--- src/rtl/pic_pkg.sv ---
// Shared definitions for the PIC control-logic slice: sequencer state
// encodings and the MCS-80/85 CALL opcode.
package pic_pkg;

    // Control-logic sequencer states; encodings 5-7 are decoded as READY.
    typedef enum logic [2:0] {
        CTL_READY = 3'd0,
        CTL_ACK1  = 3'd1,
        CTL_ACK2  = 3'd2,
        CTL_ACK3  = 3'd3,
        CTL_POLL  = 3'd4
    } control_state_t;

    // Opcode driven on the first MCS-80/85 acknowledge pulse.
    localparam logic [7:0] CALL_OPCODE = 8'hCD;

endpackage

--- src/rtl/pic_ack_data_unit_if.sv ---
// Bus bundle between the control-logic sequencer and the acknowledge
// data-bus driver. The slave modport is the driver's view.
interface pic_ack_data_unit_if;

    logic       interrupt_acknowledge_n;
    logic       cascade_slave;
    logic       u8086_or_mcs80_config;
    logic [2:0] control_state;
    logic       cascade_output_ack_2_3;
    logic [2:0] interrupt_when_ack1;
    logic [2:0] acknowledge_interrupt;
    logic       call_address_interval_4_or_8_config;
    logic [10:0] interrupt_vector_address;
    logic       read;
    logic       out_control_logic_data;
    logic [7:0] control_logic_data;

    modport master (
        output interrupt_acknowledge_n,
        output cascade_slave,
        output u8086_or_mcs80_config,
        output control_state,
        output cascade_output_ack_2_3,
        output interrupt_when_ack1,
        output acknowledge_interrupt,
        output call_address_interval_4_or_8_config,
        output interrupt_vector_address,
        output read,
        input  out_control_logic_data,
        input  control_logic_data
    );

    modport slave (
        input  interrupt_acknowledge_n,
        input  cascade_slave,
        input  u8086_or_mcs80_config,
        input  control_state,
        input  cascade_output_ack_2_3,
        input  interrupt_when_ack1,
        input  acknowledge_interrupt,
        input  call_address_interval_4_or_8_config,
        input  interrupt_vector_address,
        input  read,
        output out_control_logic_data,
        output control_logic_data
    );

endinterface

--- src/rtl/pic_vector_format.sv ---
// Purely combinational vector-byte formatter. Builds the ACK2 or ACK3 byte
// from the vector address, IR level, processor mode and call interval.
module pic_vector_format
    import pic_pkg::*;
(
    input  logic        mode_8086,
    input  logic        interval_4,
    input  logic        select_ack3,
    input  logic [10:0] vector_address,
    input  logic [2:0]  level,
    output logic [7:0]  vector_byte
);

    // Select the field layout: 8086 type byte, MCS-80 low byte, or MCS-80 high byte.
    always_comb begin
        vector_byte = 8'h00;
        if (mode_8086) begin
            if (!select_ack3) begin
                vector_byte = {vector_address[10:6], level};
            end
        end else if (select_ack3) begin
            vector_byte = vector_address[10:3];
        end else if (interval_4) begin
            vector_byte = {vector_address[2:0], level, 2'b00};
        end else begin
            vector_byte = {vector_address[2:1], level, 3'b000};
        end
    end

endmodule

--- src/rtl/pic_ack_data_unit.sv ---
// Interrupt-acknowledge data-bus driver for the 8259A-compatible PIC.
// Drives the CALL opcode / vector bytes during INTA pulses, registered
// with one cycle of latency.
// Optional: define ACK_POLL_EN to drive the poll word on a POLL read.
module pic_ack_data_unit #(
    parameter logic [7:0] CALL_OPCODE = pic_pkg::CALL_OPCODE
) (
    input  logic                 clock,
    input  logic                 reset,
    pic_ack_data_unit_if.slave   bus
);

    logic       next_out;
    logic [7:0] next_data;
    logic [7:0] vector_byte;
    logic       out_q;
    logic [7:0] data_q;
    logic       is_ack3;
    logic       mode_8086;

    assign mode_8086 = bus.u8086_or_mcs80_config;
    assign is_ack3   = (bus.control_state == pic_pkg::CTL_ACK3);

    pic_vector_format u_vector_format (
        .mode_8086      (mode_8086),
        .interval_4     (bus.call_address_interval_4_or_8_config),
        .select_ack3    (is_ack3),
        .vector_address (bus.interrupt_vector_address),
        .level          (bus.interrupt_when_ack1),
        .vector_byte    (vector_byte)
    );

    // Decode the next bus byte; INTA has priority over a poll read.
    always_comb begin
        next_out  = 1'b0;
        next_data = 8'h00;
        if (!bus.interrupt_acknowledge_n) begin
            case (bus.control_state)
                pic_pkg::CTL_ACK2: begin
                    if (bus.cascade_output_ack_2_3) begin
                        next_out  = 1'b1;
                        next_data = vector_byte;
                    end
                end
                pic_pkg::CTL_ACK3: begin
                    if (bus.cascade_output_ack_2_3 && !mode_8086) begin
                        next_out  = 1'b1;
                        next_data = vector_byte;
                    end
                end
                pic_pkg::CTL_POLL: begin
                    next_out  = 1'b0;
                end
                default: begin
                    if (!bus.cascade_slave && !mode_8086) begin
                        next_out  = 1'b1;
                        next_data = CALL_OPCODE;
                    end
                end
            endcase
        end
`ifdef ACK_POLL_EN
        else if (bus.read && (bus.control_state == pic_pkg::CTL_POLL)) begin
            next_out  = 1'b1;
            next_data = {1'b1, 4'b0000, bus.acknowledge_interrupt};
        end
`endif
    end

    // Output register; reset clears the bus drive immediately.
    always_ff @(posedge clock or posedge reset) begin
        if (reset) begin
            out_q  <= 1'b0;
            data_q <= 8'h00;
        end else begin
            out_q  <= next_out;
            data_q <= next_data;
        end
    end

    assign bus.out_control_logic_data = out_q;
    assign bus.control_logic_data     = data_q;

endmodule

--- src/flat_wrapper.sv ---
// flat-port wrapper written by rule: the top's interface ports become plain ports
module pic_ack_data_unit_flat 
#(
    parameter logic [7:0] CALL_OPCODE = pic_pkg::CALL_OPCODE
)
  (clock, reset, bus_interrupt_acknowledge_n, bus_cascade_slave, bus_u8086_or_mcs80_config, bus_control_state, bus_cascade_output_ack_2_3, bus_interrupt_when_ack1, bus_acknowledge_interrupt, bus_call_address_interval_4_or_8_config, bus_interrupt_vector_address, bus_read, bus_out_control_logic_data, bus_control_logic_data);
  pic_ack_data_unit_if bus_i ();
  input  logic clock;
  input  logic reset;
  input wire logic [$bits(bus_i.interrupt_acknowledge_n)-1:0] bus_interrupt_acknowledge_n;
  input wire logic [$bits(bus_i.cascade_slave)-1:0] bus_cascade_slave;
  input wire logic [$bits(bus_i.u8086_or_mcs80_config)-1:0] bus_u8086_or_mcs80_config;
  input wire logic [$bits(bus_i.control_state)-1:0] bus_control_state;
  input wire logic [$bits(bus_i.cascade_output_ack_2_3)-1:0] bus_cascade_output_ack_2_3;
  input wire logic [$bits(bus_i.interrupt_when_ack1)-1:0] bus_interrupt_when_ack1;
  input wire logic [$bits(bus_i.acknowledge_interrupt)-1:0] bus_acknowledge_interrupt;
  input wire logic [$bits(bus_i.call_address_interval_4_or_8_config)-1:0] bus_call_address_interval_4_or_8_config;
  input wire logic [$bits(bus_i.interrupt_vector_address)-1:0] bus_interrupt_vector_address;
  input wire logic [$bits(bus_i.read)-1:0] bus_read;
  output wire logic [$bits(bus_i.out_control_logic_data)-1:0] bus_out_control_logic_data;
  output wire logic [$bits(bus_i.control_logic_data)-1:0] bus_control_logic_data;
  assign bus_i.interrupt_acknowledge_n = bus_interrupt_acknowledge_n;
  assign bus_i.cascade_slave = bus_cascade_slave;
  assign bus_i.u8086_or_mcs80_config = bus_u8086_or_mcs80_config;
  assign bus_i.control_state = bus_control_state;
  assign bus_i.cascade_output_ack_2_3 = bus_cascade_output_ack_2_3;
  assign bus_i.interrupt_when_ack1 = bus_interrupt_when_ack1;
  assign bus_i.acknowledge_interrupt = bus_acknowledge_interrupt;
  assign bus_i.call_address_interval_4_or_8_config = bus_call_address_interval_4_or_8_config;
  assign bus_i.interrupt_vector_address = bus_interrupt_vector_address;
  assign bus_i.read = bus_read;
  assign bus_out_control_logic_data = bus_i.out_control_logic_data;
  assign bus_control_logic_data = bus_i.control_logic_data;
  pic_ack_data_unit #(.CALL_OPCODE(CALL_OPCODE)) u_core (.clock(clock), .reset(reset), .bus(bus_i));
endmodule
--- config.mk ---
export PLATFORM = sky130hd
export DESIGN_NAME = pic_ack_data_unit_flat
export DESIGN_NICKNAME = d
export VERILOG_FILES = /design/src/rtl/pic_pkg.sv /design/src/rtl/pic_ack_data_unit_if.sv /design/src/rtl/pic_vector_format.sv /design/src/rtl/pic_ack_data_unit.sv /design/src/flat_wrapper.sv
export SDC_FILE = /design/constraint.sdc
export NUM_CORES = 1
export LEC_CHECK = 0
export BUFFER_PORTS_ARGS = -buffer_cell sky130_fd_sc_hd__buf_2
export CORE_MARGIN = 1
export CORE_UTILIZATION = 44
export CTS_CLUSTER_DIAMETER = 40
export DETAILED_ROUTE_END_ITERATION = 6
export PLACE_DENSITY = 0.81
export SETUP_SLACK_MARGIN = 0.3
export SYNTH_ARGS = -nofsm -noshare
export SYNTH_HDL_FRONTEND = slang
export SYNTH_SLANG_ARGS = --single-unit
--- constraint.sdc ---
create_clock -name clock -period 0.9 [get_ports clock]
set_input_delay 0.18 -clock clock [delete_from_list [all_inputs] [get_ports clock]]
set_output_delay 0.18 -clock clock [all_outputs]
set_load 0.01 [all_outputs]
==> results.cfg, run 1 <==
[die]
die-width_um = 39.6
dieHeight_um = 39.6
initial_core_util = 0.477
number_of_core_rows = 13
floorplan.core_area_um2 = 1300
floorplan.io_pins = 37
die-area_um2 = 1560

[cts]
tritoncts = yes
cts.sink_count = 9
clk_root_buffer_cell = sky130_fd_sc_hd__clkbuf_4
clk_transition_reported_paths_ns = 0.06
clk_path_buf_depth = 2
tritoncts.num_buffers = 3
h_tree_lvls = 1

[setup_path]
worstPathMaxFanout = 6
setup_cp_type = input pin to flip-flop
timing.critical_path.from = bus_control_state[1]
cp.arrival_ns = 1.13
cp-endpoint = u_core.bus.control_logic_data[3]
worst-endpoint-required_ns = 1.06
timing.critical_path.to_type = flip-flop
timing.critical_path.from_type = input pin

[synth]
synthSimpleGateAreaFrac = 0.304
largest_family_of_logic_cells_by_synthesized_area = simple AND/OR/NAND/NOR gates
synthesis.nets = 96
synth_mux_area_frac = 0.0867
yosys_register_bits = 9
synth_enable_flop_cells = 0
synth_area_leader_cell = sky130_fd_sc_hd__dfrtp_1
yosys.area_share.adder = 0
synth_area_per_cell_um2 = 9.13
cell_variety_after_synth = 31
synthesis.yosys.warnings = 0
syn-instance-count = 68
synth_compound_area_frac = 0.196
synth_area_leaders = sky130_fd_sc_hd__dfrtp_1, sky130_fd_sc_hd__mux2_2, sky130_fd_sc_hd__nor2b_1
yosys.area.top_type_share = 0.363
netlist_area_um2 = 621
dominantRegCellSynth = sky130_fd_sc_hd__dfrtp_1
yosys.area_share.xor_xnor = 0
synthArstFlopShare = 1.00
synth_sequential_area_ratio = 0.363

[global_routing]
grt_use_total = 0.251
grt_pass1_vias = 594
grt_use_met3 = 0.0398
grt_first_pass_wirelength_um = 2540
grt.met1_usage = 0.252
groute.layer.met2.usage = 0.447
overflow = 0
number_of_antenna_violations_at_the_first_check_in_global_routing = 0
grt_start_max_net_pins = 13
busiest_layer = met2

[final_layout]
insertedDiodeCount = 0
final_nets = 140
sequential_cell_area_um2 = 225
finish.cell_count_without_fillers = 126
synthToLayoutAreaGrowth_pct = 60.3
share_of_layout_cells_above_drive_strength_1 = 0.586
nFillCells = 88
multiInputGateArea_um2 = 434

[timing]
finalHoldViolCount = 9
slew_headroom = 0.747
number_of_max_slew_violations_in_the_final_report = 0
final.setup.worst_slack_ns = -0.0674
final_min_period_over_clock_period = 1.07
timing.final.crit_period_ns = 0.967
rsz0062_at_grt = true
finalSetupViolCount = 12
maxClockFrequency_ghz = 1.03
hold_slack_ns = -0.138
tightestPinTransition_ns = 0.376

[drt]
dr.first_iter.drc_count = 7
detail_route.wirelength_um = 1770
ant_nets = 0
drc_errors = 0
drt-pass1-iter-count = 4
drt-wirelength-per-cell_um = 14.0
routed_via_density = 5.62
route.vias.total = 708

[power]
power.share.switching = 0.280
power.static_leakage_uw = 0.000497
clockPowerShare = 0.285
net-switching-power_uw = 300
power_density_nw_per_um2 = 1070
p_comb_frac = 0.315
maximum_resistive_drop_on_vdd_v = 0.000490
intPower_uw = 769
seq_power_share = 0.401

[run]
number_of_maximum_capacitance_constraint_violations = 0

[status]
status = finished, violations left
violations = negative hold slack, negative setup slack

[placed_design]
placed_cells = 121
placement.setup.worst_slack_ns = -0.376
io_buffers = 32
gpl.final_weighted_congestion = 0.762

[hold_path]
hold_class = input pin to asynchronous set/reset pin
-- cells by family after synthesis --
group	count (synthesis)
buffers and inverters	6
multiplexers	5
flip-flops	9
AND/OR/NAND/NOR	30
AO/OA/AOI/OAI	18
-- synthesized netlist by cell type, drive strengths merged, types with 2 or more instances --
cell type  number
a31oi           2
or3             2
inv             3
mux2i           2
buf             2
nand3           2
a21oi           4
nand3b          4
nand2           7
dfrtp           9
a311oi          2
mux2            3
nor2b           5
o21ai           4
and3b           3
-- critical path, cell delays in order --
cell and delay (ns):
sky130_fd_sc_hd__buf_8 0.10, sky130_fd_sc_hd__or3b_4 0.39, sky130_fd_sc_hd__a31o_4 0.26, sky130_fd_sc_hd__a211oi_2 0.19
-- per-layer routing --
| metal | routed length [um] | vias to the layer above | part of all wire |
|---|---|---|---|
| met4 | 48 | 0 | 0.027 |
| met5 | 0 | - | 0 |
| met3 | 97 | 6 | 0.055 |
| met1 | 685 | 333 | 0.39 |
| met2 | 935 | 30 | 0.53 |
| li1 | - | 339 | - |
-- worst min-delay path by stage --
stage | startpoint | to | slack (ns) | cells after the start
floorplan | reset | u_core.bus.control_logic_data[0] | 0.008 | 1
global placement | reset | u_core.bus.control_logic_data[1] | 0.13 | 2
detailed placement | reset | u_core.bus.control_logic_data[0] | 0.14 | 2
CTS | reset | u_core.bus.control_logic_data[0] | -0.13 | 2
global route | reset | u_core.bus.control_logic_data[0] | -0.12 | 2
finish | reset | u_core.bus.control_logic_data[7] | -0.14 | 2
-- area by class of cell --
type	instances	area share
timing repair buffer	42	0.281
clock buffer	4	0.0264
multi-input combinational	53	0.436
sequential	9	0.226
inverter	3	0.0113
tap	15	0.0189
-- per-stage QoR --
step	TNS (ns)	hold WS (ns)	cell area [um2]	power, uW	util
6_report	-0.345	-0.138	995	1070	0.764
5_1_grt	-0.664	-0.115	995	1130	0.764
4_1_cts	-0.333	-0.127	982	1060	0.755
3_5_place_dp	-2.69	0.144	871	716	0.669
3_3_place_gp	-2.51	0.132	871	702	0.669
2_1_floorplan	-0.911	0.00792	657	591	-
-- cell usage in the layout, fill, tap and decap left out, types with 2 or more instances in the layout --
master,n
sky130_fd_sc_hd__buf_2,28
sky130_fd_sc_hd__dfrtp_1,9
sky130_fd_sc_hd__buf_6,7
sky130_fd_sc_hd__nand2_1,6
sky130_fd_sc_hd__buf_4,6
sky130_fd_sc_hd__nand3b_1,4
sky130_fd_sc_hd__inv_1,3
sky130_fd_sc_hd__mux2_2,3
sky130_fd_sc_hd__a21oi_2,3
sky130_fd_sc_hd__nor2b_1,3
sky130_fd_sc_hd__clkbuf_4,3
sky130_fd_sc_hd__a311oi_2,2
sky130_fd_sc_hd__nand3_1,2
sky130_fd_sc_hd__and3b_2,2
sky130_fd_sc_hd__mux2i_1,2
sky130_fd_sc_hd__or3_1,2
sky130_fd_sc_hd__a31oi_1,2
sky130_fd_sc_hd__o21ai_1,2
-- registers in the layout, summed over array words and instances, names as in the netlist --
signal	flops
u_core.bus.out_control_logic_data	1
u_core.bus.control_logic_data	8
-- power groups by stage --
stage                     clock (uW)  combinational, uW  sequential [uW]
after floorplan                    0                142              449
after global placement             0                266              435
after detailed placement           0                280              436
after CTS                        302                325              429
after global routing             340                361              430
final                            304                336              428
-- timing repair --
action | 4_1_cts | 5_1_grt
pin swaps | 10 | 3
buffers inserted | 1 | 0
endpoints found under the setup margin | 18 | 18
resized for setup | 20 | 3
endpoints found under the hold margin | 9 | 9
Note: power is estimated with default switching activity, not from simulation.
==> inputs of run 2 (changes only) <==
- CORE_UTILIZATION: 44 -> 43
- CTS_CLUSTER_SIZE: default -> 12
- HOLD_SLACK_MARGIN: default -> 0.06
- SYNTH_HIERARCHICAL: default -> 1
==> run 2 against run 1 <==
  * The run still ends with negative hold slack, negative setup slack left
  * Synthesized cell count shrank 25%
  * Final area shrank 4.7%
  * Final cell count shrank 11%
  * Combinational power shrank 12%
  * Power shrank 5.3%
  * Sequential cell count is the same
  * Worst hold slack gained 0.00083 ns
  * Die area shrank 3.3%
  * Via count shrank 17%
  * Non-clock buffer count grew 3
  * Critical endpoint is now u_core/bus.control_logic_data[6]
  * Largest cell class unchanged
  * Highest routed layer is now met3
==> results.cfg, run 2 <==
[synth]
syn-instance-count = 51
cell_variety_after_synth = 25
yosys_register_bits = 9
synth_sequential_area_ratio = 0.385
synth_enable_flop_cells = 0
most_used_standard_cell_by_instance_count_after_synthesis = sky130_fd_sc_hd__dfrtp_1
synth_area_leader_cell = sky130_fd_sc_hd__dfrtp_1
yosys.area.top_type_share = 0.385
synthesis.yosys.warnings = 6
synth.cells.most_frequent = sky130_fd_sc_hd__dfrtp_1, sky130_fd_sc_hd__a21o_2, sky130_fd_sc_hd__and2_1
synth_area_per_cell_um2 = 11.5
netlist_area_um2 = 586
synthesis.nets = 79
dominantRegCellSynth = sky130_fd_sc_hd__dfrtp_1
synth_area_leaders = sky130_fd_sc_hd__dfrtp_1, sky130_fd_sc_hd__a21o_2, sky130_fd_sc_hd__mux2_1
synthArstFlopShare = 1.00

[die]
die-area_um2 = 1510
dieHeight_um = 38.9
floorplan.io_pins = 37
initial_core_util = 0.494
floorplan.core_area_um2 = 1190
number_of_core_rows = 12
die-width_um = 38.9

[power]
power.static_leakage_uw = 0.000536
power.share.switching = 0.253
power_density_nw_per_um2 = 1070
maximum_resistive_drop_on_vdd_v = 0.000635
intPower_uw = 756
fin_total_pwr_uw = 1010
clockPowerShare = 0.291
p_comb_frac = 0.292
net-switching-power_uw = 256
seq_power_share = 0.417

[cts]
clk_path_buf_depth = 2
tritoncts.num_buffers = 3
clk_root_buffer_cell = sky130_fd_sc_hd__clkbuf_4
cts.sink_count = 9
tritoncts = yes
h_tree_lvls = 1
clk_transition_reported_paths_ns = 0.06

[timing]
final.setup.worst_slack_ns = -0.199
slew_headroom = 0.790
rsz0062_at_grt = true
number_of_max_slew_violations_in_the_final_report = 0
finalSetupViolCount = 18
tightestPinTransition_ns = 0.315
final_min_period_over_clock_period = 1.22
maxClockFrequency_ghz = 0.910
finalHoldViolCount = 9
timing.final.crit_period_ns = 1.10
hold_slack_ns = -0.138

[hold_path]
hold_class = input pin to asynchronous set/reset pin

[final_layout]
layout.core_utilization = 0.800
synthToLayoutAreaGrowth_pct = 62.0
sequential_cell_area_um2 = 225
layout_commonest_cell = sky130_fd_sc_hd__buf_2
nFillCells = 69
multiInputGateArea_um2 = 374
final_cell_mix = sky130_fd_sc_hd__buf_2, sky130_fd_sc_hd__dfrtp_1, sky130_fd_sc_hd__buf_4
insertedDiodeCount = 0
share_of_layout_cells_above_drive_strength_1 = 0.673
final_nets = 127
finish.cell_count_without_fillers = 112
largest_reg_flops = 8

[global_routing]
grt_pass1_vias = 574
grt_use_total = 0.271
grt_first_pass_wirelength_um = 2590
number_of_antenna_violations_at_the_first_check_in_global_routing = 0
overflow = 0
grt_start_max_net_pins = 10

[setup_path]
path_cells = buf_6 -> nor2b_4 -> and2_4 -> buf_6 -> xor2_1 -> a22o_1 -> a21o_2
path_buf_inv = 2
worstPathMaxFanout = 8
setup_cp_type = input pin to flip-flop
cp.arrival_ns = 1.25
critPathMaxStageDelay_ns = 0.22
crit_path_leading_delay_family = compound AO/OA/AOI/OAI gates
timing.critical_path.to_type = flip-flop
worst_path_max_delay_cell = sky130_fd_sc_hd__a22o_1
timing.critical_path.from_type = input pin
worst-endpoint-required_ns = 1.05
worst_path_most_repeated_cell = sky130_fd_sc_hd__buf_6

[drt]
dr.first_iter.drc_count = 10
route.vias.total = 590
detail_route.wirelength_um = 1750
ant_nets = 0
drc_errors = 0
routed_via_density = 5.27
drt-wirelength-per-cell_um = 15.7
drt-pass1-iter-count = 4

[placed_design]
gpl.final_weighted_congestion = 0.747
io_buffers = 32
placed_cells = 103
hpwl_um = 1140

[run]
number_of_maximum_capacitance_constraint_violations = 0

[status]
status = finished, violations left
violations = negative hold slack, negative setup slack
-- run 2: path summary, 6_finish.rpt --
| kind | start | end | slack, ns | cells past startpoint |
|---|---|---|---|---|
| max in group asynchronous | reset | u_core/bus.control_logic_data[5] | 0.80 | 2 |
| setup / recovery | bus_control_state[1] | u_core/bus.control_logic_data[6] | -0.20 | 7 |
| hold / removal | reset | u_core/bus.control_logic_data[6] | -0.14 | 2 |
| min in group clock | bus_interrupt_vector_address[3] | u_core/bus.control_logic_data[0] | 0.28 | 3 |
-- run 2: metal layers --
metal,track usage,share of wire,vias to the layer above
li1,-,-,286
met1,0.329,0.44,278
met2,0.479,0.51,26
met3,0.0520,0.050,0
met4,0.0776,0,0
met5,0,0,-
-- run 2: power by group through the flow --
stage	Combinational, uW	Clock [uW]	Sequential [uW]
floorplan	114	0	438
global placement	229	0	428
detailed placement	237	0	430
CTS	278	302	423
global route	316	334	422
finish	296	294	422
-- run 2: what timing repair did --
item / 4_1_cts / 5_1_grt
pin swaps: 8 / 5
hold endpoints to repair: 9 / 9
setup buffers: 3 / 1
resized for setup: 13 / 3
gates cloned: 1 / 0
setup endpoints to repair: 18 / 18
-- run 2: through the flow --
stage	instance area (um2)	TNS (ns)	setup slack (ns)
after detailed placement	817	-3.22	-0.470
final	948	-1.38	-0.199
after global routing	948	-1.73	-0.195
after CTS	933	-0.889	-0.171
after global placement	817	-2.94	-0.436
after floorplan	599	-2.12	-0.358
-- run 2: cell type report --
type,count,area share
timing repair buffer,45,0.318
clock buffer,4,0.0277
sequential,9,0.237
inverter,1,0.00396
multi-input combinational,39,0.394
tap,14,0.0185
-- run 2: logic make-up (layout without fill, tap and decap cells) --
| family | after synthesis | after routing | synth area share |
|---|---|---|---|
| AO/OA/AOI/OAI | 12 | 12 | 0.186 |
| flip-flops | 9 | 9 | 0.385 |
| AND/OR/NAND/NOR | 21 | 22 | 0.297 |
| buffers and inverters | 4 | 50 | 0.0427 |
| multiplexers | 4 | 4 | 0.0748 |
| XOR/XNOR | 1 | 1 | 0.0150 |
==> inputs of run 3 (changes only) <==
==> constraint.sdc (replaced) <==
create_clock -name clock -period 0.9 [get_ports clock]
set_input_delay 0.045 -clock clock [delete_from_list [all_inputs] [get_ports clock]]
set_output_delay 0.045 -clock clock [all_outputs]
set_load 0.02 [all_outputs]
==> run 3 against run 2 <==
  * The flow finishes with violations (negative setup slack)
  * Worst hold slack better by 0.29 ns
  * First-iteration DRC count increased by 90%
  * Routed wire length increased by 1.5%
  * Power is 3.6% higher
  * Clock power is essentially flat
  * Critical path depth is the same
  * Via count grew 6.3%
  * Critical path type unchanged
  * Critical endpoint unchanged
  * Largest cell class unchanged
  * Highest routed layer is now met4
==> results.cfg, run 3 (synthesis gave the netlist of run 2 again) <==
[placed_design]
hpwl_um = 1140
gpl.final_weighted_congestion = 0.747
io_buffers = 32
placement.setup.worst_slack_ns = -0.335

[drt]
dr.first_iter.drc_count = 19
detail_route.wirelength_um = 1780
route.vias.total = 627
drt-wirelength-per-cell_um = 15.8
drt-pass1-iter-count = 5
routed_via_density = 5.55
ant_nets = 0
drc_errors = 0

[die]
initial_core_util = 0.494
floorplan.io_pins = 37
die-width_um = 38.9
die-area_um2 = 1510
dieHeight_um = 38.9
number_of_core_rows = 12
floorplan.core_area_um2 = 1190

[final_layout]
share_of_layout_cells_above_drive_strength_1 = 0.677
layout_commonest_cell = sky130_fd_sc_hd__buf_2
sequential_cell_area_um2 = 225
largest_reg_flops = 8
final_cell_mix = sky130_fd_sc_hd__buf_2, sky130_fd_sc_hd__buf_6, sky130_fd_sc_hd__dfrtp_1, sky130_fd_sc_hd__buf_4, sky130_fd_sc_hd__a21o_2
layout.core_utilization = 0.858
insertedDiodeCount = 0
final_nets = 128
multiInputGateArea_um2 = 377
nFillCells = 60
synthToLayoutAreaGrowth_pct = 73.7

[global_routing]
number_of_antenna_violations_at_the_first_check_in_global_routing = 0
overflow = 0
grt_use_total = 0.283
grt_first_pass_wirelength_um = 2710
grt_start_max_net_pins = 10
grt_pass1_vias = 584

[status]
violations = negative setup slack
status = finished, violations left

[setup_path]
timing.critical_path.from_type = input pin
timing.critical_path.to_type = flip-flop
cp.arrival_ns = 1.11
worstPathMaxFanout = 8
worst-endpoint-required_ns = 1.05
setup_cp_type = input pin to flip-flop

[cts]
clk_transition_reported_paths_ns = 0.06
clk_path_buf_depth = 2
clk_root_buffer_cell = sky130_fd_sc_hd__clkbuf_4
h_tree_lvls = 1
tritoncts.num_buffers = 3
cts.sink_count = 9
tritoncts = yes

[timing]
finalHoldViolCount = 0
maxClockFrequency_ghz = 1.04
final.setup.tns_ns = -0.143
number_of_max_slew_violations_in_the_final_report = 0
hold_slack_ns = 0.148
rsz0062_at_grt = true
timing.final.crit_period_ns = 0.962
finalSetupViolCount = 4
tightestPinTransition_ns = 0.316
final_min_period_over_clock_period = 1.07
slew_headroom = 0.789
final.setup.worst_slack_ns = -0.0623

[power]
power.static_leakage_uw = 0.000549
maximum_resistive_drop_on_vdd_v = 0.000668
power_density_nw_per_um2 = 1030
fin_total_pwr_uw = 1050

[hold_path]
hold_class = input pin to flip-flop

[run]
number_of_maximum_capacitance_constraint_violations = 0
[run 3: cell count changes in the layout (fill, tap and decap cells not counted)]
cell / previous run / this run
sky130_fd_sc_hd__buf_2: 28 / 19
sky130_fd_sc_hd__buf_6: 7 / 16
sky130_fd_sc_hd__and2_1: 2 / 1
sky130_fd_sc_hd__and2_4: 2 / 3
sky130_fd_sc_hd__dlygate4sd3_1: 0 / 1
[run 3: critical path, cell delays in order]
cell	delay, ns
sky130_fd_sc_hd__buf_6	0.09
sky130_fd_sc_hd__nor2b_4	0.12
sky130_fd_sc_hd__and2_4	0.16
sky130_fd_sc_hd__buf_6	0.12
sky130_fd_sc_hd__xor2_1	0.17
sky130_fd_sc_hd__a22o_1	0.22
sky130_fd_sc_hd__a21o_2	0.19
[run 3: what timing repair did]
| item | CTS | global route |
|---|---|---|
| buffers inserted | 3 | 1 |
| endpoints found under the hold margin | 9 | 0 |
| setup endpoints to repair | 18 | 18 |
| hold buffers | 1 | 0 |
| gates resized for setup | 31 | 4 |
| pin swaps | 8 | 7 |
| cloned | 1 | 0 |
[run 3: path summary, 6_finish.rpt]
path	slack [ns]	cells past startpoint	startpoint	to
worst max-delay path	-0.06	7	bus_control_state[1]	u_core/bus.control_logic_data[6]
worst min-delay path	0.15	3	bus_interrupt_vector_address[3]	u_core/bus.control_logic_data[0]
max in group asynchronous	0.38	3	reset	u_core/bus.control_logic_data[5]
min in group asynchronous	0.28	3	reset	u_core/bus.control_logic_data[6]
[run 3: power breakdown]
part	leakage [uW]	switching [uW]	internal, uW	total (uW)
Clock	0.0000150	124	170	294
Sequential	0.000123	6.87	419	426
Combinational	0.000411	141	188	329
[run 3: routing by layer]
metal  vias to the layer above  track usage  wire length, um
met4                         0       0.0776                6
met2                        40        0.517              926
met5                         -            0                0
li1                        291            -                -
met1                       294        0.332              741
met3                         2       0.0520              107
[run 3: layout make-up]
cell class              instances  share of cell area
well taps                      14              0.0172
multi-input cells              39               0.370
clock buffers                   4              0.0258
inverters                       1             0.00369
repair buffers                 46               0.362
flip-flops and latches          9               0.221
[run 3: stage by stage]
step / std cells / cell area (um2)
after floorplan: 51 / 599
after global placement: 103 / 817
after detailed placement: 103 / 817
after CTS: 112 / 1000
after global routing: 113 / 1020
final: 113 / 1020
